[src/rtl/gc_axil_initiator.sv]
// gc_axil_initiator
// Single-outstanding AXI4-Lite initiator for the Garnet control port. One command in, one
// AW/W/B or AR/R transaction out, one response back. Each handshake phase has a cycle budget;
// when it runs out, all channel valids/readies drop and a timeout response is returned so a
// hung responder cannot stall the caller.
//
// TIMEOUT must be at least 2.

module gc_axil_initiator #(
  parameter int unsigned ADDR_WIDTH = 12,
  parameter int unsigned DATA_WIDTH = 32,
  parameter int unsigned TIMEOUT    = 1024
) (
  input  logic                    clk,
  input  logic                    reset,

  // Command side
  input  logic                    cmd_valid,
  output logic                    cmd_ready,
  input  logic                    cmd_write,
  input  logic [ADDR_WIDTH-1:0]   cmd_addr,
  input  logic [DATA_WIDTH-1:0]   cmd_wdata,
  input  logic [DATA_WIDTH/8-1:0] cmd_wstrb,

  // Response side
  output logic                    rsp_valid,
  input  logic                    rsp_ready,
  output logic [DATA_WIDTH-1:0]   rsp_rdata,
  output logic [1:0]              rsp_resp,
  output logic                    rsp_timeout,

  // Write address channel
  output logic [ADDR_WIDTH-1:0]   gc_awaddr,
  output logic                    gc_awvalid,
  input  logic                    gc_awready,

  // Write data channel
  output logic [DATA_WIDTH-1:0]   gc_wdata,
  output logic [DATA_WIDTH/8-1:0] gc_wstrb,
  output logic                    gc_wvalid,
  input  logic                    gc_wready,

  // Write response channel (single-bit bresp, as on the Garnet top)
  input  logic                    gc_bvalid,
  input  logic                    gc_bresp,
  output logic                    gc_bready,

  // Read address channel
  output logic [ADDR_WIDTH-1:0]   gc_araddr,
  output logic                    gc_arvalid,
  input  logic                    gc_arready,

  // Read data channel
  input  logic [DATA_WIDTH-1:0]   gc_rdata,
  input  logic [1:0]              gc_rresp,
  input  logic                    gc_rvalid,
  output logic                    gc_rready
);

  localparam int unsigned StrbWidth = DATA_WIDTH / 8;
  localparam int unsigned CntWidth  = (TIMEOUT > 2) ? $clog2(TIMEOUT) : 1;
  localparam logic [CntWidth-1:0] CntLast = CntWidth'(TIMEOUT - 1);

  localparam logic [2:0] StIdle  = 3'd0;
  localparam logic [2:0] StWrAwW = 3'd1;
  localparam logic [2:0] StWrB   = 3'd2;
  localparam logic [2:0] StRdAr  = 3'd3;
  localparam logic [2:0] StRdR   = 3'd4;
  localparam logic [2:0] StRsp   = 3'd5;

  localparam logic [1:0] RespSlvErr = 2'b10;

  logic [2:0]            state_q,       state_d;
  logic [CntWidth-1:0]   cnt_q,         cnt_d;
  logic                  cmd_ready_q,   cmd_ready_d;
  logic                  awvalid_q,     awvalid_d;
  logic                  wvalid_q,      wvalid_d;
  logic                  bready_q,      bready_d;
  logic                  arvalid_q,     arvalid_d;
  logic                  rready_q,      rready_d;
  logic                  rsp_valid_q,   rsp_valid_d;
  logic [ADDR_WIDTH-1:0] awaddr_q,      awaddr_d;
  logic [ADDR_WIDTH-1:0] araddr_q,      araddr_d;
  logic [DATA_WIDTH-1:0] wdata_q,       wdata_d;
  logic [StrbWidth-1:0]  wstrb_q,       wstrb_d;
  logic [DATA_WIDTH-1:0] rsp_rdata_q,   rsp_rdata_d;
  logic [1:0]            rsp_resp_q,    rsp_resp_d;
  logic                  rsp_timeout_q, rsp_timeout_d;

  logic accept;
  logic phase_expired;
  logic aw_w_complete;
  logic abort;

  assign accept        = cmd_valid & cmd_ready_q;
  assign phase_expired = (cnt_q == CntLast);
  // A channel whose valid has already dropped is done; otherwise it completes on ready.
  assign aw_w_complete = (~awvalid_q | gc_awready) & (~wvalid_q | gc_wready);

  // Next-state, channel controls and response capture.
  always_comb begin
    state_d       = state_q;
    cnt_d         = cnt_q;
    awvalid_d     = awvalid_q;
    wvalid_d      = wvalid_q;
    bready_d      = bready_q;
    arvalid_d     = arvalid_q;
    rready_d      = rready_q;
    rsp_valid_d   = rsp_valid_q;
    awaddr_d      = awaddr_q;
    araddr_d      = araddr_q;
    wdata_d       = wdata_q;
    wstrb_d       = wstrb_q;
    rsp_rdata_d   = rsp_rdata_q;
    rsp_resp_d    = rsp_resp_q;
    rsp_timeout_d = rsp_timeout_q;
    abort         = 1'b0;

    case (state_q)
      StIdle: begin
        if (accept) begin
          cnt_d = '0;
          if (cmd_write) begin
            state_d   = StWrAwW;
            awvalid_d = 1'b1;
            wvalid_d  = 1'b1;
            awaddr_d  = cmd_addr;
            wdata_d   = cmd_wdata;
            wstrb_d   = cmd_wstrb;
          end else begin
            state_d   = StRdAr;
            arvalid_d = 1'b1;
            araddr_d  = cmd_addr;
          end
        end
      end

      StWrAwW: begin
        // Each valid drops independently after its own handshake.
        awvalid_d = awvalid_q & ~gc_awready;
        wvalid_d  = wvalid_q & ~gc_wready;
        if (aw_w_complete) begin
          state_d  = StWrB;
          bready_d = 1'b1;
          cnt_d    = '0;
        end else if (phase_expired) begin
          abort = 1'b1;
        end else begin
          cnt_d = cnt_q + CntWidth'(1);
        end
      end

      StWrB: begin
        if (gc_bvalid) begin
          state_d       = StRsp;
          bready_d      = 1'b0;
          rsp_valid_d   = 1'b1;
          rsp_rdata_d   = '0;
          rsp_resp_d    = {gc_bresp, 1'b0};
          rsp_timeout_d = 1'b0;
        end else if (phase_expired) begin
          abort = 1'b1;
        end else begin
          cnt_d = cnt_q + CntWidth'(1);
        end
      end

      StRdAr: begin
        if (gc_arready) begin
          state_d   = StRdR;
          arvalid_d = 1'b0;
          rready_d  = 1'b1;
          cnt_d     = '0;
        end else if (phase_expired) begin
          abort = 1'b1;
        end else begin
          cnt_d = cnt_q + CntWidth'(1);
        end
      end

      StRdR: begin
        if (gc_rvalid) begin
          state_d       = StRsp;
          rready_d      = 1'b0;
          rsp_valid_d   = 1'b1;
          rsp_rdata_d   = gc_rdata;
          rsp_resp_d    = gc_rresp;
          rsp_timeout_d = 1'b0;
        end else if (phase_expired) begin
          abort = 1'b1;
        end else begin
          cnt_d = cnt_q + CntWidth'(1);
        end
      end

      StRsp: begin
        if (rsp_ready) begin
          state_d     = StIdle;
          rsp_valid_d = 1'b0;
        end
      end

      default: begin
        state_d = StIdle;
      end
    endcase

    // Timeout abort: drop every channel signal, even mid-handshake, and report SLVERR.
    if (abort) begin
      state_d       = StRsp;
      cnt_d         = '0;
      awvalid_d     = 1'b0;
      wvalid_d      = 1'b0;
      bready_d      = 1'b0;
      arvalid_d     = 1'b0;
      rready_d      = 1'b0;
      rsp_valid_d   = 1'b1;
      rsp_rdata_d   = '0;
      rsp_resp_d    = RespSlvErr;
      rsp_timeout_d = 1'b1;
    end

    // Registered ready: stays low on the first cycle out of reset.
    cmd_ready_d = (state_d == StIdle);
  end

  // State and registered outputs; asynchronous reset clears everything.
  always_ff @(posedge clk or posedge reset) begin
    if (reset) begin
      state_q       <= StIdle;
      cnt_q         <= '0;
      cmd_ready_q   <= 1'b0;
      awvalid_q     <= 1'b0;
      wvalid_q      <= 1'b0;
      bready_q      <= 1'b0;
      arvalid_q     <= 1'b0;
      rready_q      <= 1'b0;
      rsp_valid_q   <= 1'b0;
      awaddr_q      <= '0;
      araddr_q      <= '0;
      wdata_q       <= '0;
      wstrb_q       <= '0;
      rsp_rdata_q   <= '0;
      rsp_resp_q    <= '0;
      rsp_timeout_q <= 1'b0;
    end else begin
      state_q       <= state_d;
      cnt_q         <= cnt_d;
      cmd_ready_q   <= cmd_ready_d;
      awvalid_q     <= awvalid_d;
      wvalid_q      <= wvalid_d;
      bready_q      <= bready_d;
      arvalid_q     <= arvalid_d;
      rready_q      <= rready_d;
      rsp_valid_q   <= rsp_valid_d;
      awaddr_q      <= awaddr_d;
      araddr_q      <= araddr_d;
      wdata_q       <= wdata_d;
      wstrb_q       <= wstrb_d;
      rsp_rdata_q   <= rsp_rdata_d;
      rsp_resp_q    <= rsp_resp_d;
      rsp_timeout_q <= rsp_timeout_d;
    end
  end

  assign cmd_ready   = cmd_ready_q;
  assign rsp_valid   = rsp_valid_q;
  assign rsp_rdata   = rsp_rdata_q;
  assign rsp_resp    = rsp_resp_q;
  assign rsp_timeout = rsp_timeout_q;
  assign gc_awaddr   = awaddr_q;
  assign gc_awvalid  = awvalid_q;
  assign gc_wdata    = wdata_q;
  assign gc_wstrb    = wstrb_q;
  assign gc_wvalid   = wvalid_q;
  assign gc_bready   = bready_q;
  assign gc_araddr   = araddr_q;
  assign gc_arvalid  = arvalid_q;
  assign gc_rready   = rready_q;

endmodule

[config.mk]
export PLATFORM = sky130hd
export DESIGN_NAME = gc_axil_initiator
export DESIGN_NICKNAME = d
export VERILOG_FILES = /design/src/rtl/gc_axil_initiator.sv
export SDC_FILE = /design/constraint.sdc
export NUM_CORES = 1
export LEC_CHECK = 0
export ABC_CLOCK_PERIOD_IN_PS = 11200
export CAP_MARGIN = 30
export CORE_ASPECT_RATIO = 0.6
export CORE_MARGIN = 5
export CORE_UTILIZATION = 45
export DETAILED_ROUTE_END_ITERATION = 7
export GPL_ROUTABILITY_DRIVEN = 0
export PLACE_DENSITY = 0.9
export SLEW_MARGIN = 20
export SYNTH_ARGS = -nofsm -noshare
export SYNTH_HDL_FRONTEND = slang
export SYNTH_SLANG_ARGS = --single-unit
[constraint.sdc]
create_clock -name clk -period 11.2 [get_ports clk]
set_input_delay 2.24 -clock clk [delete_from_list [all_inputs] [get_ports clk]]
set_output_delay 2.24 -clock clk [all_outputs]
set_load 0.005 [all_outputs]
* After elaboration in Yosys (flattened, before gate mapping)
Index checks and enable logic that the tools add are counted.
** Operators by class
- Eq/ne operators :: 16
- Muxes and demuxes :: 57
- Reduce and logical (&&, ||, !) cells :: 18
- Add/sub/neg operators :: 1
- Bitwise gates (word level) :: 11
** Operator list (number)
- $mux 32 :: 3
- $mux 10 :: 7
- $pmux 32 s2 :: 1
- $pmux 10 s5 :: 1
- $ne 3x3->1 const B :: 10
- $mux 1 :: 24
- $mux 3 :: 7
- $pmux 3 s6 :: 1
- $reduce_and 3->1 :: 6
- $reduce_bool 3->1 :: 5
- $pmux 1 s2 :: 6
- $reduce_and 4->1 :: 3
- $add 10x1->10 const B :: 1
- $eq 10x10->1 const B :: 1
- $mux 2 :: 4
- $eq 3x2->1 const B :: 2
- $eq 3x3->1 const B :: 2
- $logic_not 3->1 :: 2
- $reduce_bool 6->1 :: 1
- $not 1->1 :: 5
- $and 1x1->1 :: 4
- $pmux 1 s4 :: 1
- $pmux 2 s2 :: 1
- $reduce_bool 4->1 :: 1
- other kinds (3) :: 4
** Storage, ports and cells
- Register bits :: 115
- Word-level logic and storage cells :: 119

* Depth between registers and ports, before layout
- Depth in word-level cells :: 7
- Mapped depth :: 8
- Mapped depth without buffers :: 6

* Least setup slack after synthesis
OpenSTA, ideal clock, no wires.
- Path type :: input-to-reg
- From :: input port gc_rvalid
- To :: register cnt_q[5]
- Stages :: 6
- Data arrival time :: 3.424 ns
- Slack :: 7.642 ns
- Data required time :: 11.066 ns
- Buffers on the path :: 1
- Path through :: nor4b_4 a31oi_2 and2_1 buf_2 o41ai_1 a21oi_1
** On the way
- Cells in the longest elaborated chain, start to end :: 4
- Elaborated cells on any way between the ends :: 8
- Those cells by class :: eq/ne: 3; mux: 3; reduce/logical: 2
** RTL lines
- start: declaration :: RTL line 56 : input logic gc_rvalid,
- $mux 1 :: RTL line 182 : if (gc_rvalid) begin
- $pmux 1 s4 :: RTL line 119 : case (state_q)
- $reduce_bool 6->1 (no source line) or $ne 3x3->1 (tied branches)
- $reduce_and 4->1 (no source line)
- end signal: assignment :: RTL line 248 : cnt_q <= cnt_d;
- end: declaration :: RTL line 74 : logic [CntWidth-1:0] cnt_q, cnt_d;
Several ways; a longest one is shown, not always the timed one.
A chain may end at the register's enable or synchronous reset.

* Worst setup path in the final report
- From :: input port gc_rvalid
- To :: register cnt_q[7]
Same word-level chain as after synthesis.

==> impl_summary.log <==
[metrics] post-route antenna net violation count: 0
[metrics] Site Rows: 29
[metrics] Slowest-stage cell, CP: sky130_fd_sc_hd__clkdlybuf4s50_1
[metrics] Crit Path Class: primary input to register
[metrics] crit path from: gc_rvalid
[metrics] Max Fclk: 0.250 GHz
[metrics] hold crit path type: register to register
[metrics] clock insertion delay at the later pin of the skew report: around 400 ps
[metrics] synthesized area: 0.00494 sq mm
[metrics] kind of end point of the critical path: register
[metrics] Mapped Nets: 548
[metrics] clock network fraction of design power: 0.261
[metrics] vias in the first global route: approximately 4300
[metrics] setup bufs post-CTS: 0
[metrics] startpoint types: primary input
[metrics] dpl cell area: 0.00699 sq mm
[metrics] H-tree levels: 4
[metrics] internal reg-to-reg setup slack: between 8000 and 9000 ps
[metrics] CP max FO: 10
[metrics] top-level I/O count: about 200
[metrics] via/cell ratio: around 5.4
[metrics] count of mapped cells out of synthesis: around 450
[metrics] number of remaining DRC errors: 0
[metrics] critical path's top delay family: simple AND/OR/NAND/NOR gates
[metrics] Max-Cap Viols: 0
[metrics] number of warnings printed during yosys synthesis: 0
[metrics] end point of the critical path: cnt_q[7]$_DFFE_PP0P_
[metrics] cts bufs inserted: 17
[metrics] wirelength, routed: around 14 mm
[metrics] Power Dens Cells: 270 mW/mm^2
[metrics] crit path buf inv count: 1
[metrics] most frequent cells in the layout: 194 x sky130_fd_sc_hd__clkdlybuf4s50_1, 115 x sky130_fd_sc_hd__dfrtp_1, 86 x sky130_fd_sc_hd__nand2_1
[metrics] number of library cell types mapped by synthesis: 48
[metrics] final worst hold slack: 473 ps
[metrics] setup tns final: 0 ps
[metrics] Resize count post-CTS: 0
[metrics] estimated wirelength of the detail-placed design: about 10 mm
[metrics] top cells by area, synth: sky130_fd_sc_hd__dfrtp_1 58%, sky130_fd_sc_hd__mux2_2 11%, sky130_fd_sc_hd__nand2_1 6.5%
[metrics] leading cell type in the layout, fill and taps excluded: sky130_fd_sc_hd__clkdlybuf4s50_1
[metrics] worst flop-to-flop path startpoint: cnt_q[0]$_DFFE_PP0P_
[metrics] predominant post-synthesis flop cell: sky130_fd_sc_hd__dfrtp_1
[metrics] number of cells traversed by the worst register-to-register path: 6
[metrics] Yosys top cell area share: 0.582
[metrics] final setup fails: 0
[metrics] Ant. Diodes: 0
[metrics] Least-Margin Pin Slew: 850 ps
[metrics] minimum clock period: approximately 4000 ps
[metrics] fraction of layout cells with a size suffix above 1: 0.139
[metrics] CP Data Required Time: ~11000 ps
[metrics] Filler Cells Inserted: about 770
[metrics] layout overhead on the synthesized area: 53.3%
[metrics] number of enable-type register cells in the synthesized netlist: 0
[metrics] global-route congestion overflow total: 0
[metrics] portion of total power attributed to sequential cells: 0.353
[metrics] fraction of the cycle the final worst path needs: 0.357
[metrics] clk_skew: roughly 11 ps
[metrics] count of cell instances traversed by the critical path: 6
[metrics] number of hold-slack violations in the final timing report: 0
[metrics] full die area: between 0.01 and 0.015 sq mm
[metrics] RR Endpoint: gc_awvalid$_DFFE_PP0P_
[metrics] run status: complete, no violations
[metrics] flop and latch count out of synthesis: around 120
[metrics] total number of nets in the final design: 739
[metrics] Internal: approximately 1400 uW
[metrics] Layout Cell Area excl Fill: roughly 0.0076 sq mm
[metrics] first-iteration detailed-routing DRC count: 292
[metrics] worst-case vdd ir drop: 172 uV
[metrics] Via Count: 4267
[metrics] portion of total power attributed to combinational logic: 0.385
[metrics] sequential fraction of the synthesis area: 0.582
[metrics] cell taking the most area after synthesis: sky130_fd_sc_hd__dfrtp_1
[metrics] Async S/R FF share, synth: 1.00
[metrics] clk sink count: between 100 and 150
[metrics] routed length per placed instance: about 18 um
[metrics] Port Buf Inserts: slightly below 200
[metrics] RSZ-0062 raised after global routing: false
[metrics] fraction of power spent switching nets: 0.297
[metrics] Max Slew Vio Count: 0
[metrics] clock-pin slew reported for the worst setup and hold paths after clock tree synthesis: around 50 ps
[metrics] LEAKAGE: 0.00321 uW
[metrics] switching power total: 607 uW
[metrics] sum of internal, switching and leakage power: 2050 uW
[metrics] DR pass1 iterations: 6
[metrics] worst-case headroom to the max-slew limit: 0.433
[metrics] mean area per synthesized cell: 10.9 sq um
[metrics] height of the die: approximately 91 um
[metrics] CP arrival: ~4200 ps
[metrics] maximum clock path buffer count: 2
[metrics] Crit path largest cell delay: between 500 and 600 ps
[metrics] pin count of the biggest net entering global routing: 63
[metrics] wire length of the first global-routing pass: about 23 mm
[metrics] total global routing track utilization: 0.212
[metrics] number of antenna violations at the first check in global routing: 0
[metrics] starting density of the core: 0.464
[metrics] Placeable Area: 0.0107 sq mm
[metrics] CTS tree: built
[metrics] chain of cells forming the critical path: clkdlybuf4s50_1 -> nor4b_4 -> a31oi_2 -> and2_1 -> o41ai_1 -> a21oi_1
[metrics] clock root cell: sky130_fd_sc_hd__clkbuf_16
[metrics] hold_buf cts: 0
[metrics] width of the die: around 150 um
flip-flops by register name, summed over array words and instances (netlist names):
register / flops
gc_bready: 1
gc_araddr: 12
rsp_resp: 2
rsp_rdata: 32
cnt_q: 10
cmd_ready: 1
gc_wdata: 32
gc_awaddr: 12
rsp_valid: 1
gc_arvalid: 1
state_q: 3
gc_wvalid: 1
gc_awvalid: 1
rsp_timeout: 1
gc_rready: 1
gc_wstrb: 4
per-layer routing:
metal | up-vias | part of all wire | wire, um | track usage
met4 | 0 | 0.0096 | 135 | 0.0474
met5 | - | 0 | 0 | 0
met1 | 2057 | 0.41 | 5810 | 0.263
li1 | 1986 | - | - | -
met2 | 210 | 0.46 | 6460 | 0.337
met3 | 14 | 0.12 | 1690 | 0.107
how the worst min path moves through the flow:
stage	from	endpoint	slack [ps]	cells after the start
2_1_floorplan	cnt_q[8]$_DFFE_PP0P_	cnt_q[8]$_DFFE_PP0P_	460	1
3_3_place_gp	rsp_timeout$_DFFE_PP0P_	rsp_timeout$_DFFE_PP0P_	460	2
3_5_place_dp	rsp_timeout$_DFFE_PP0P_	rsp_timeout$_DFFE_PP0P_	460	2
4_1_cts	rsp_timeout$_DFFE_PP0P_	rsp_timeout$_DFFE_PP0P_	480	2
5_1_grt	rsp_timeout$_DFFE_PP0P_	rsp_timeout$_DFFE_PP0P_	510	2
6_report	rsp_timeout$_DFFE_PP0P_	rsp_timeout$_DFFE_PP0P_	470	2
stage by stage:
step,instances,util,worst slack (ps)
final,795,0.710,7210
after global routing,795,0.710,7110
after CTS,795,0.710,7220
after detailed placement,765,0.656,6800
after global placement,763,0.652,6660
after floorplan,454,-,5920
power by group through the flow:
stage	Combinational (uW)	Clock [uW]	Sequential (uW)
final	788	535	723
after CTS	799	546	722
after floorplan	320	0	712
after global placement	767	0	713
after detailed placement	795	0	726
after global routing	858	567	748
cell families after synthesis:
family                   Yosys count  share of synthesized area
AND/OR/NAND/NOR                  169                      0.164
flip-flops                       115                      0.582
AO/OA/AOI/OAI                     86                      0.108
multiplexers                      49                      0.111
buffers and inverters             34                     0.0326
adder cells (fa/ha/maj)            1                    0.00253
cell type report:
class	count	area, sq um	share of cell area
Clock buffer	25	485	0.0641
Clock inverter	5	100	0.0132
Inverter	7	28.8	0.00380
Multi-Input combinational cell	305	1910	0.252
Sequential cell	115	2880	0.380
Tap cell	139	174	0.0229
Timing Repair Buffer	199	2000	0.264
Yosys cell counts, types with 3 or more instances:
| cell | count |
|---|---|
| sky130_fd_sc_hd__inv_1 | 7 |
| sky130_fd_sc_hd__nor2_1 | 9 |
| sky130_fd_sc_hd__nand3_1 | 41 |
| sky130_fd_sc_hd__nand2_1 | 86 |
| sky130_fd_sc_hd__a21oi_1 | 47 |
| sky130_fd_sc_hd__dfrtp_1 | 115 |
| sky130_fd_sc_hd__o211ai_1 | 5 |
| sky130_fd_sc_hd__o21ai_0 | 9 |
| sky130_fd_sc_hd__a21o_1 | 3 |
| sky130_fd_sc_hd__a211oi_1 | 3 |
| sky130_fd_sc_hd__clkbuf_1 | 7 |
| sky130_fd_sc_hd__mux2_2 | 48 |
| sky130_fd_sc_hd__nand4_1 | 5 |
| sky130_fd_sc_hd__nor3_1 | 3 |
| sky130_fd_sc_hd__and4_1 | 4 |
| sky130_fd_sc_hd__buf_2 | 18 |
worst register-to-register path: cells and delay by family (launching register included):
family	cells	cell delay [ps]
simple gates	2	630
compound gates	3	1130
flops	1	390
fa+ha+maj	1	250
No activity file was read; power rests on OpenSTA's default activity.
